**src/rtl/perceptron_trainer.sv**
```systemverilog
// rtl/perceptron_trainer.sv - sequences train/evaluate epochs over a stored sample set
// and scores an external perceptron until it converges or the epoch budget runs out.
module perceptron_trainer #(
    parameter int INPUT_UNITS = 2,
    parameter int NUM_SAMPLES = 4,
    parameter int EPOCHS      = 10,
    parameter int PRED_LAT    = 1,
    parameter int DATA_W      = 16,
    localparam int AW   = (NUM_SAMPLES > 1) ? $clog2(NUM_SAMPLES) : 1,
    localparam int EW   = $clog2(EPOCHS + 1),
    localparam int CNTW = $clog2(NUM_SAMPLES + 1)
) (
    input  logic                                clk,
    input  logic                                rst,
    input  logic                                start,
    input  logic                                load_valid,
    input  logic [AW-1:0]                       load_addr,
    input  logic [INPUT_UNITS-1:0][DATA_W-1:0]  load_values,
    input  logic [DATA_W-1:0]                   load_expected,
    input  logic [DATA_W-1:0]                   learning_rate_in,
    output logic [INPUT_UNITS-1:0][DATA_W-1:0]  values,
    output logic [DATA_W-1:0]                   expected,
    output logic                                training,
    output logic [DATA_W-1:0]                   learning_rate,
    input  logic [DATA_W-1:0]                   prediction,
    output logic                                busy,
    output logic                                done,
    output logic                                converged,
    output logic [EW-1:0]                       epoch,
    output logic [CNTW-1:0]                     correct
);

    localparam int IW = $clog2(NUM_SAMPLES + PRED_LAT + 1);

    typedef enum logic [1:0] {S_IDLE, S_TRAIN, S_EVAL, S_DONE} state_t;

    state_t state_q, state_d;
    logic [IW-1:0] idx_q, idx_d;
    logic [NUM_SAMPLES-1:0][INPUT_UNITS-1:0][DATA_W-1:0] store_vals_q, store_vals_d;
    logic [NUM_SAMPLES-1:0][DATA_W-1:0] store_exp_q, store_exp_d;
    logic [PRED_LAT-1:0][DATA_W-1:0] exp_pipe_q, exp_pipe_d;
    logic [PRED_LAT-1:0] vld_pipe_q, vld_pipe_d;

    logic [INPUT_UNITS-1:0][DATA_W-1:0] values_q, values_d;
    logic [DATA_W-1:0] expected_q, expected_d;
    logic [DATA_W-1:0] learning_rate_q, learning_rate_d;
    logic training_q, training_d;
    logic busy_q, busy_d;
    logic done_q, done_d;
    logic converged_q, converged_d;
    logic [EW-1:0] epoch_q, epoch_d;
    logic [CNTW-1:0] correct_q, correct_d;

    logic match;
    logic [EW-1:0] epoch_inc;
    logic [CNTW-1:0] correct_inc;

    always_comb begin
        state_d         = state_q;
        idx_d           = idx_q;
        store_vals_d    = store_vals_q;
        store_exp_d     = store_exp_q;
        learning_rate_d = learning_rate_q;
        converged_d     = converged_q;
        epoch_d         = epoch_q;
        correct_d       = correct_q;
        values_d        = '0;
        expected_d      = '0;

        if (state_q == S_IDLE && load_valid && int'(load_addr) < NUM_SAMPLES) begin
            store_vals_d[load_addr] = load_values;
            store_exp_d[load_addr]  = load_expected;
        end

        // Expected targets travel alongside the perceptron's latency so they line up with prediction.
        exp_pipe_d[0] = expected_q;
        vld_pipe_d[0] = (state_q == S_EVAL) && (idx_q < IW'(NUM_SAMPLES));
        for (int i = 1; i < PRED_LAT; i++) begin
            exp_pipe_d[i] = exp_pipe_q[i-1];
            vld_pipe_d[i] = vld_pipe_q[i-1];
        end

        match       = vld_pipe_q[PRED_LAT-1] && (prediction == exp_pipe_q[PRED_LAT-1]);
        correct_inc = correct_q + CNTW'(match);
        epoch_inc   = epoch_q + EW'(1);

        case (state_q)
            S_IDLE: begin
                if (start) begin
                    state_d         = S_TRAIN;
                    idx_d           = '0;
                    learning_rate_d = learning_rate_in;
                    epoch_d         = '0;
                    correct_d       = '0;
                    converged_d     = 1'b0;
                end
            end
            S_TRAIN: begin
                if (idx_q == IW'(NUM_SAMPLES - 1)) begin
                    state_d   = S_EVAL;
                    idx_d     = '0;
                    correct_d = '0;
                end else begin
                    idx_d = idx_q + IW'(1);
                end
            end
            S_EVAL: begin
                correct_d = correct_inc;
                if (idx_q == IW'(NUM_SAMPLES + PRED_LAT - 1)) begin
                    idx_d   = '0;
                    epoch_d = epoch_inc;
                    if (correct_inc == CNTW'(NUM_SAMPLES)) begin
                        converged_d = 1'b1;
                        state_d     = S_DONE;
                    end else if (epoch_inc == EW'(EPOCHS)) begin
                        state_d = S_DONE;
                    end else begin
                        state_d = S_TRAIN;
                    end
                end else begin
                    idx_d = idx_q + IW'(1);
                end
            end
            S_DONE:  state_d = S_IDLE;
            default: state_d = S_IDLE;
        endcase

        training_d = (state_d == S_TRAIN);
        busy_d     = (state_d == S_TRAIN) || (state_d == S_EVAL);
        done_d     = (state_d == S_DONE);
        // Outputs are decoded from the next state so they land in the same cycle as the state they describe.
        if (training_d || (state_d == S_EVAL && idx_d < IW'(NUM_SAMPLES))) begin
            values_d   = store_vals_d[idx_d[AW-1:0]];
            expected_d = store_exp_d[idx_d[AW-1:0]];
        end
    end

    always_ff @(posedge clk or negedge rst) begin
        if (!rst) begin
            state_q         <= S_IDLE;
            idx_q           <= '0;
            store_vals_q    <= '0;
            store_exp_q     <= '0;
            exp_pipe_q      <= '0;
            vld_pipe_q      <= '0;
            values_q        <= '0;
            expected_q      <= '0;
            learning_rate_q <= '0;
            training_q      <= 1'b0;
            busy_q          <= 1'b0;
            done_q          <= 1'b0;
            converged_q     <= 1'b0;
            epoch_q         <= '0;
            correct_q       <= '0;
        end else begin
            state_q         <= state_d;
            idx_q           <= idx_d;
            store_vals_q    <= store_vals_d;
            store_exp_q     <= store_exp_d;
            exp_pipe_q      <= exp_pipe_d;
            vld_pipe_q      <= vld_pipe_d;
            values_q        <= values_d;
            expected_q      <= expected_d;
            learning_rate_q <= learning_rate_d;
            training_q      <= training_d;
            busy_q          <= busy_d;
            done_q          <= done_d;
            converged_q     <= converged_d;
            epoch_q         <= epoch_d;
            correct_q       <= correct_d;
        end
    end

    assign values        = values_q;
    assign expected      = expected_q;
    assign training      = training_q;
    assign learning_rate = learning_rate_q;
    assign busy          = busy_q;
    assign done          = done_q;
    assign converged     = converged_q;
    assign epoch         = epoch_q;
    assign correct       = correct_q;

endmodule

```
**config.mk**
```make
export PLATFORM = sky130hd
export DESIGN_NAME = perceptron_trainer
export DESIGN_NICKNAME = d
export VERILOG_FILES = /design/src/rtl/perceptron_trainer.sv
export SDC_FILE = /design/constraint.sdc
export NUM_CORES = 1
export LEC_CHECK = 0
export BUFFER_PORTS_ARGS = -buffer_cell sky130_fd_sc_hd__buf_2
export CAP_MARGIN = 15
export CORE_UTILIZATION = 30
export DETAILED_ROUTE_END_ITERATION = 10
export HOLD_SLACK_MARGIN = 0.15
export PLACE_DENSITY = 0.56
export SYNTH_ARGS = -nofsm -noshare
export SYNTH_HDL_FRONTEND = slang
export SYNTH_SLANG_ARGS = --single-unit
```
**constraint.sdc**
```tcl
create_clock -name clk -period 2.7 [get_ports clk]
set_input_delay 0.27 -clock clk [delete_from_list [all_inputs] [get_ports clk]]
set_output_delay 0.27 -clock clk [all_outputs]
set_load 0.01 [all_outputs]
```
Word-level counts from Yosys, hierarchy flattened
Cells that the tools add are included. Widths: inputs -> output; s select.

$add $sub $neg: 3. $lt $le $gt $ge: 5. Muxes and demuxes: 34. Reductions and logical operators: 14. Equality and inequality tests: 15.

Operator list (number): $bwmux 128 (1); $mux 128 (1); $mux 32 (3); $bmux 32 s2 (1); $bwmux 64 (1); $demux 32 s2 (1); $mux 64 (1); $mux 16 (3); $bmux 16 s2 (1); $demux 16 s2 (1); $pmux 3 s3 (2); $eq 16x16->1 (1); $mux 3 (5); $mux 2 (5); $eq 2x2->1 const B (4); $mux 4 (2); $pmux 2 s4 (1); $pmux 4 s2 (1); $eq 3x3->1 const B (2); $lt 2x3->1 const B (2); $lt 3x3->1 const B (2); $reduce_and 3->1 (2); $logic_and 1x1->1 (5); $add 4x1->4 const B (1); other kinds (16) (22).

Input bits: 86. Output and inout port bits: 75. Logic and storage cells: 97. Bits in registers: 289.

Depth between registers and ports, before layout
Depth after elaboration: 11. Mapped depth: 13. Depth with buffers taken out: 11.

Worst setup path before layout
No wires, ideal clock.

Kind: register to register. Start point: register exp_pipe_q[11] (netlist name). End point: register values_q (netlist bit values[10]). Required time: 2561 ps. Data arrival time: 2536 ps. Clock period less this slack: 2675 ps. Slack: 25 ps. Stages on the path, launching flop included: 13. Cell sequence: dfrtp_1 -> xor2_1 -> nor4_1 -> nand4_1 -> nor4_1 -> ha_1 -> ha_1 -> nor3_1 -> a311oi_1 -> o211ai_1 -> buf_2 -> buf_2 -> a22oi_1.

RTL lines: start, declared (line 41) `logic [PRED_LAT-1:0][DATA_W-1:0] exp_pipe_q, exp_pipe_d;`; start signal, assigned (line 160) `exp_pipe_q <= exp_pipe_d;`; end signal, assigned (line 162) `values_q <= values_d;`; end, declared (line 44) `logic [INPUT_UNITS-1:0][DATA_W-1:0] values_q, values_d;`.

Final worst setup path
Start point: register exp_pipe_q[3] (netlist name). End point: register expected_q[14], in the netlist expected[14].

Cells in the longest elaborated chain, start to end: 11. Elaborated cells between the ends (all ways): 12. Classes of those cells: add/sub: 1; eq/ne: 4; mux: 4; reduce/logical: 3.

Ends and longest elaborated chain: $eq 16x16->1 * (line 83) `match = vld_pipe_q[PRED_LAT-1] && (prediction == exp_pipe_q[PRED_LAT-1]);`; $logic_and 1x1->1 * (line 83); $add 3x1->3 * (line 84) `correct_inc = correct_q + CNTW'(match);`; $eq 3x3->1 * (line 112) `if (correct_inc == CNTW'(NUM_SAMPLES)) begin`; $mux 2 * (line 112); $mux 2 * (line 109) `if (idx_q == IW'(NUM_SAMPLES + PRED_LAT - 1)) begin`; $pmux 2 s4 * (line 87) `case (state_q)`; $eq 2x2->1 (line 132) `if (training_d || (state_d == S_EVAL && idx_d < IW'(NUM_SAMPLES))) begin`; $logic_and 1x1->1 (line 132); $logic_or 1x1->1 * (line 132); $mux 16 * (line 132); via expected_d[14] (line 45) `logic [DATA_W-1:0] expected_q, expected_d;`; end signal, assigned (line 163) `expected_q <= expected_d;`; end, declared (line 45).

Mark *: on every way through the listed nets, which the timed path passes. The rest lies on a longest branch. A chain may end at the register's enable or synchronous reset.

==> results.md <==
- Sw frac: 37.4%
- Outcome: finished, violations left
- Power Total: 22,200 uW
- Iter 0 DRT Violations: 777
- Seq/Total Area, Yosys: 54.5%
- MaxCap Viol Count: 0
- CP startpoint: exp_pipe_q[3]
- Gr usage total: 17.5%
- Tcrit/Tclk final: 107%
- Number of antenna violations at the first check in global routing: 4
- DIE AREA: 45,100 um2
- Synth-to-Final Area Change: 29.2%
- Routed vias: 10.5k
- Gate Count Post-Synth: 1,242
- FF-to-FF Start: exp_pipe_q[3]
- DP Area: 14,800 um2
- Min-delay src: start
- Slew HR: 49.7%
- CTS Root Cell: clkbuf_16
- CP max FO: 6
- Pint: 13,900 uW
- Peak VDD IR: 0.000829 V
- Least-Margin Pin Slew: 755 ps
- DRC Markers: 0
- WP data arrival: 3330 ps
- Die Y: 212 um
- Leak: 0.00786 uW
- Vias in the first global route: 10.6k
- Async SR Flop Fraction: 100%
- Finished Layout Cells: 2,061
- FMAX: 347 MHz
- Tightest Hold Check Type: input pin to register
- Later-pin clock latency in the skew report: 540 ps
- Synth warn: 0
- Synth cell types: 49
- Syn_nets: 1,336
- Post-route setup slack: -178 ps
- CTS tree: built
- Avg WL per Cell: 18.8 um
- Post-synth EDFFs: 0
- Starting Density: 30.6%
- Max-slew violation total from the final report: 0
- # IOs: 161
- Avg Inst Size Synth: 10.7 um2
- Total wire length: 38,800 um
- PortBufs: 160
- Setup repair after global routing missed its margin: yes
- Layout cell share with drive strength beyond 1: 29.4%
- Post-synth top flop: dfrtp_1
- Post-placement cell count: 1,921
- Final setup skew: 22.4 ps
- TritonCTS Buffers: 34
- Final min period: 2880 ps
- DRT Pass-1 Iters: 5
- # nets final: 1,545
- Clock Power Share: 20.3%
- Pin count of the biggest net entering global routing: 97
- Combinational Power Share: 46.9%
- Failing checks: setup timing
- CP required: 3150 ps
- Synth area leaders: dfrtp_1, or3_1, nand2_1
- HPWL Detailed: 22,400 um
- Total global routing overflow: 0
- Final number of setup-violating endpoints: 49
- Top-area cell type share of the netlist area: 54.5%
- CP Launch Type: register
- CP Capture Type: register
- Core area: 43,400 um2
- Rows: 76
- Crit path kind: register to register
- Vias per cell: 5.12
- Power Density: 1300 nW/um2
- Layout fillers: 4,242
- Final Hold Viols: 0
- Yosys reg bits: 289
- Sw Pwr: 8310 uW
- Routability Congestion: 0.798
- Die width: 212 um
- Clk buf depth: 3
- CTS H-tree lvls: 2
- Clock-pin slew on the worst setup and hold paths: 60 ps
- Post-Synthesis Cell Area: 13,300 um2
- Final Cell Area: 17,100 um2
- Final ANT Viol Nets: 0
- Seq pwr share: 32.8%
- Sink Count: 289
- First-pass GRT wire length: 61,600 um
- Cell taking the most area after synthesis: dfrtp_1
power by group through the flow:
stage	combinational [uW]	sequential, uW	clock (uW)
after floorplan	5990	7260	0
after global placement	8660	7300	0
after detailed placement	8850	7360	0
after CTS	10600	7300	4680
after global routing	11500	7530	4850
final	10400	7290	4520
critical path: stages, from the launching register on:
cell	delay, ps
dfrtp_1	370
xor2_1	140
nor4_1	280
nand4_1	140
nor4_2	160
buf_4	160
ha_4	130
ha_4	140
xnor2_2	120
nor3_4	60
a311oi_2	290
o211ai_1	170
buf_4	190
buf_6	130
buf_12	150
a22oi_2	170
area by class of cell:
type	count	area, um2	share of cell area [%]
well taps	585	732	4.27
multi-input cells	838	5870	34.3
inverters	10	38.8	0.226
diodes	1	2.50	0.0146
clock inverters	11	105	0.613
repair buffers	278	2160	12.6
flip-flops and latches	289	7230	42.2
clock buffers	49	997	5.82
routing by layer:
metal / track usage, % / up-vias / wire length [um]
met5: 0 / - / 41
met4: 4.94 / 6 / 805
met3: 3.34 / 64 / 2330
met2: 28.1 / 291 / 18100
met1: 23.9 / 5312 / 17500
li1: - / 4873 / -
logic make-up after synthesis:
logic type	count (synthesis)	share of synthesized area, %
fa+ha+maj	8	0.755
xor+xnor	18	1.19
simple gates	526	19.4
compound gates	168	10.3
buf+inv	115	3.89
mux	118	9.98
flops	289	54.5
Yosys cell counts, types with 3 or more instances:
| cell type | count |
|---|---|
| nand2_1 | 300 |
| dfrtp_1 | 289 |
| or3_1 | 192 |
| o2111ai_1 | 96 |
| mux2_2 | 95 |
| clkbuf_1 | 63 |
| a22oi_1 | 48 |
| buf_2 | 31 |
| mux2_1 | 19 |
| xnor2_1 | 13 |
| o21ai_0 | 9 |
| buf_4 | 8 |
| ha_1 | 8 |
| inv_1 | 8 |
| nor2_1 | 7 |
| xor2_1 | 5 |
| mux2i_1 | 4 |
| nand4_1 | 4 |
| a21o_1 | 3 |
| a21oi_1 | 3 |
| and2_1 | 3 |
| nor3_1 | 3 |
flip-flops by register name, summed over array words and instances (netlist names), 2 cells and up:
| register | cells |
|---|---|
| epoch | 4 |
| values | 32 |
| idx_q | 3 |
| learning_rate | 16 |
| store_exp_q | 64 |
| state_q | 2 |
| store_vals_q | 128 |
| correct | 3 |
| exp_pipe_q | 16 |
| expected | 16 |
placed cells by master, fill, tap and decap left out, types with 2 or more instances in the layout:
cell	Yosys	layout
clkbuf_16	0	34
and2_1	3	3
inv_2	2	2
buf_4	8	31
nor3_1	3	2
a22oi_2	0	48
xor2_1	5	5
nor2_1	7	7
a22o_1	2	2
nand2_1	300	300
a21o_1	3	3
or3b_4	1	2
nor3_4	0	2
buf_6	2	2
or3_1	192	192
o2111ai_1	96	96
ha_4	0	2
inv_6	0	2
o21ai_0	9	9
buf_16	0	4
nand4_1	4	4
dfrtp_1	289	289
nor3b_4	1	2
clkbuf_1	63	6
dlygate4sd3_1	0	65
buf_12	0	15
clkinv_2	0	6
clkbuf_8	0	9
a21oi_1	3	3
xnor2_1	13	12
mux2_1	19	19
inv_1	8	7
mux2_2	95	95
mux2i_4	0	3
ha_1	8	6
buf_2	31	159
path summary, 6_finish.rpt:
kind / cells after the start / slack [ps] / to
min in group asynchronous: 2 / 360 / learning_rate[14]
worst min-delay path: 3 / 220 / state_q[0]
max in group asynchronous: 3 / 1490 / store_vals_q[90]
worst max register to register: 15 / -180 / expected[14]
worst min register to register: 0 / 380 / exp_pipe_q[5]
worst max-delay path: 15 / -180 / expected[14]
metrics by stage:
step | setup slack [ps] | setup TNS (ps) | hold WS [ps] | utilization (%)
6_report | -178 | -5910 | 220 | 39.5
5_1_grt | -373 | -15150 | 241 | 39.5
4_1_cts | -218 | -8120 | 193 | 39.6
3_5_place_dp | -366 | -16860 | 344 | 34.2
3_3_place_gp | -261 | -12650 | 348 | 34.2
2_1_floorplan | 24.9 | 0 | -25.6 | -
timing repair:
item                                    in CTS  in global routing
gates resized for setup                     71                  3
cloned                                       7                  0
endpoints found under the setup margin      51                 49
buffers inserted                             8                  1
pin swaps                                   11                  6
hold endpoints to repair                   293                  0
hold buffers                                65                  0
Note: power is estimated with default switching activity, not from simulation.
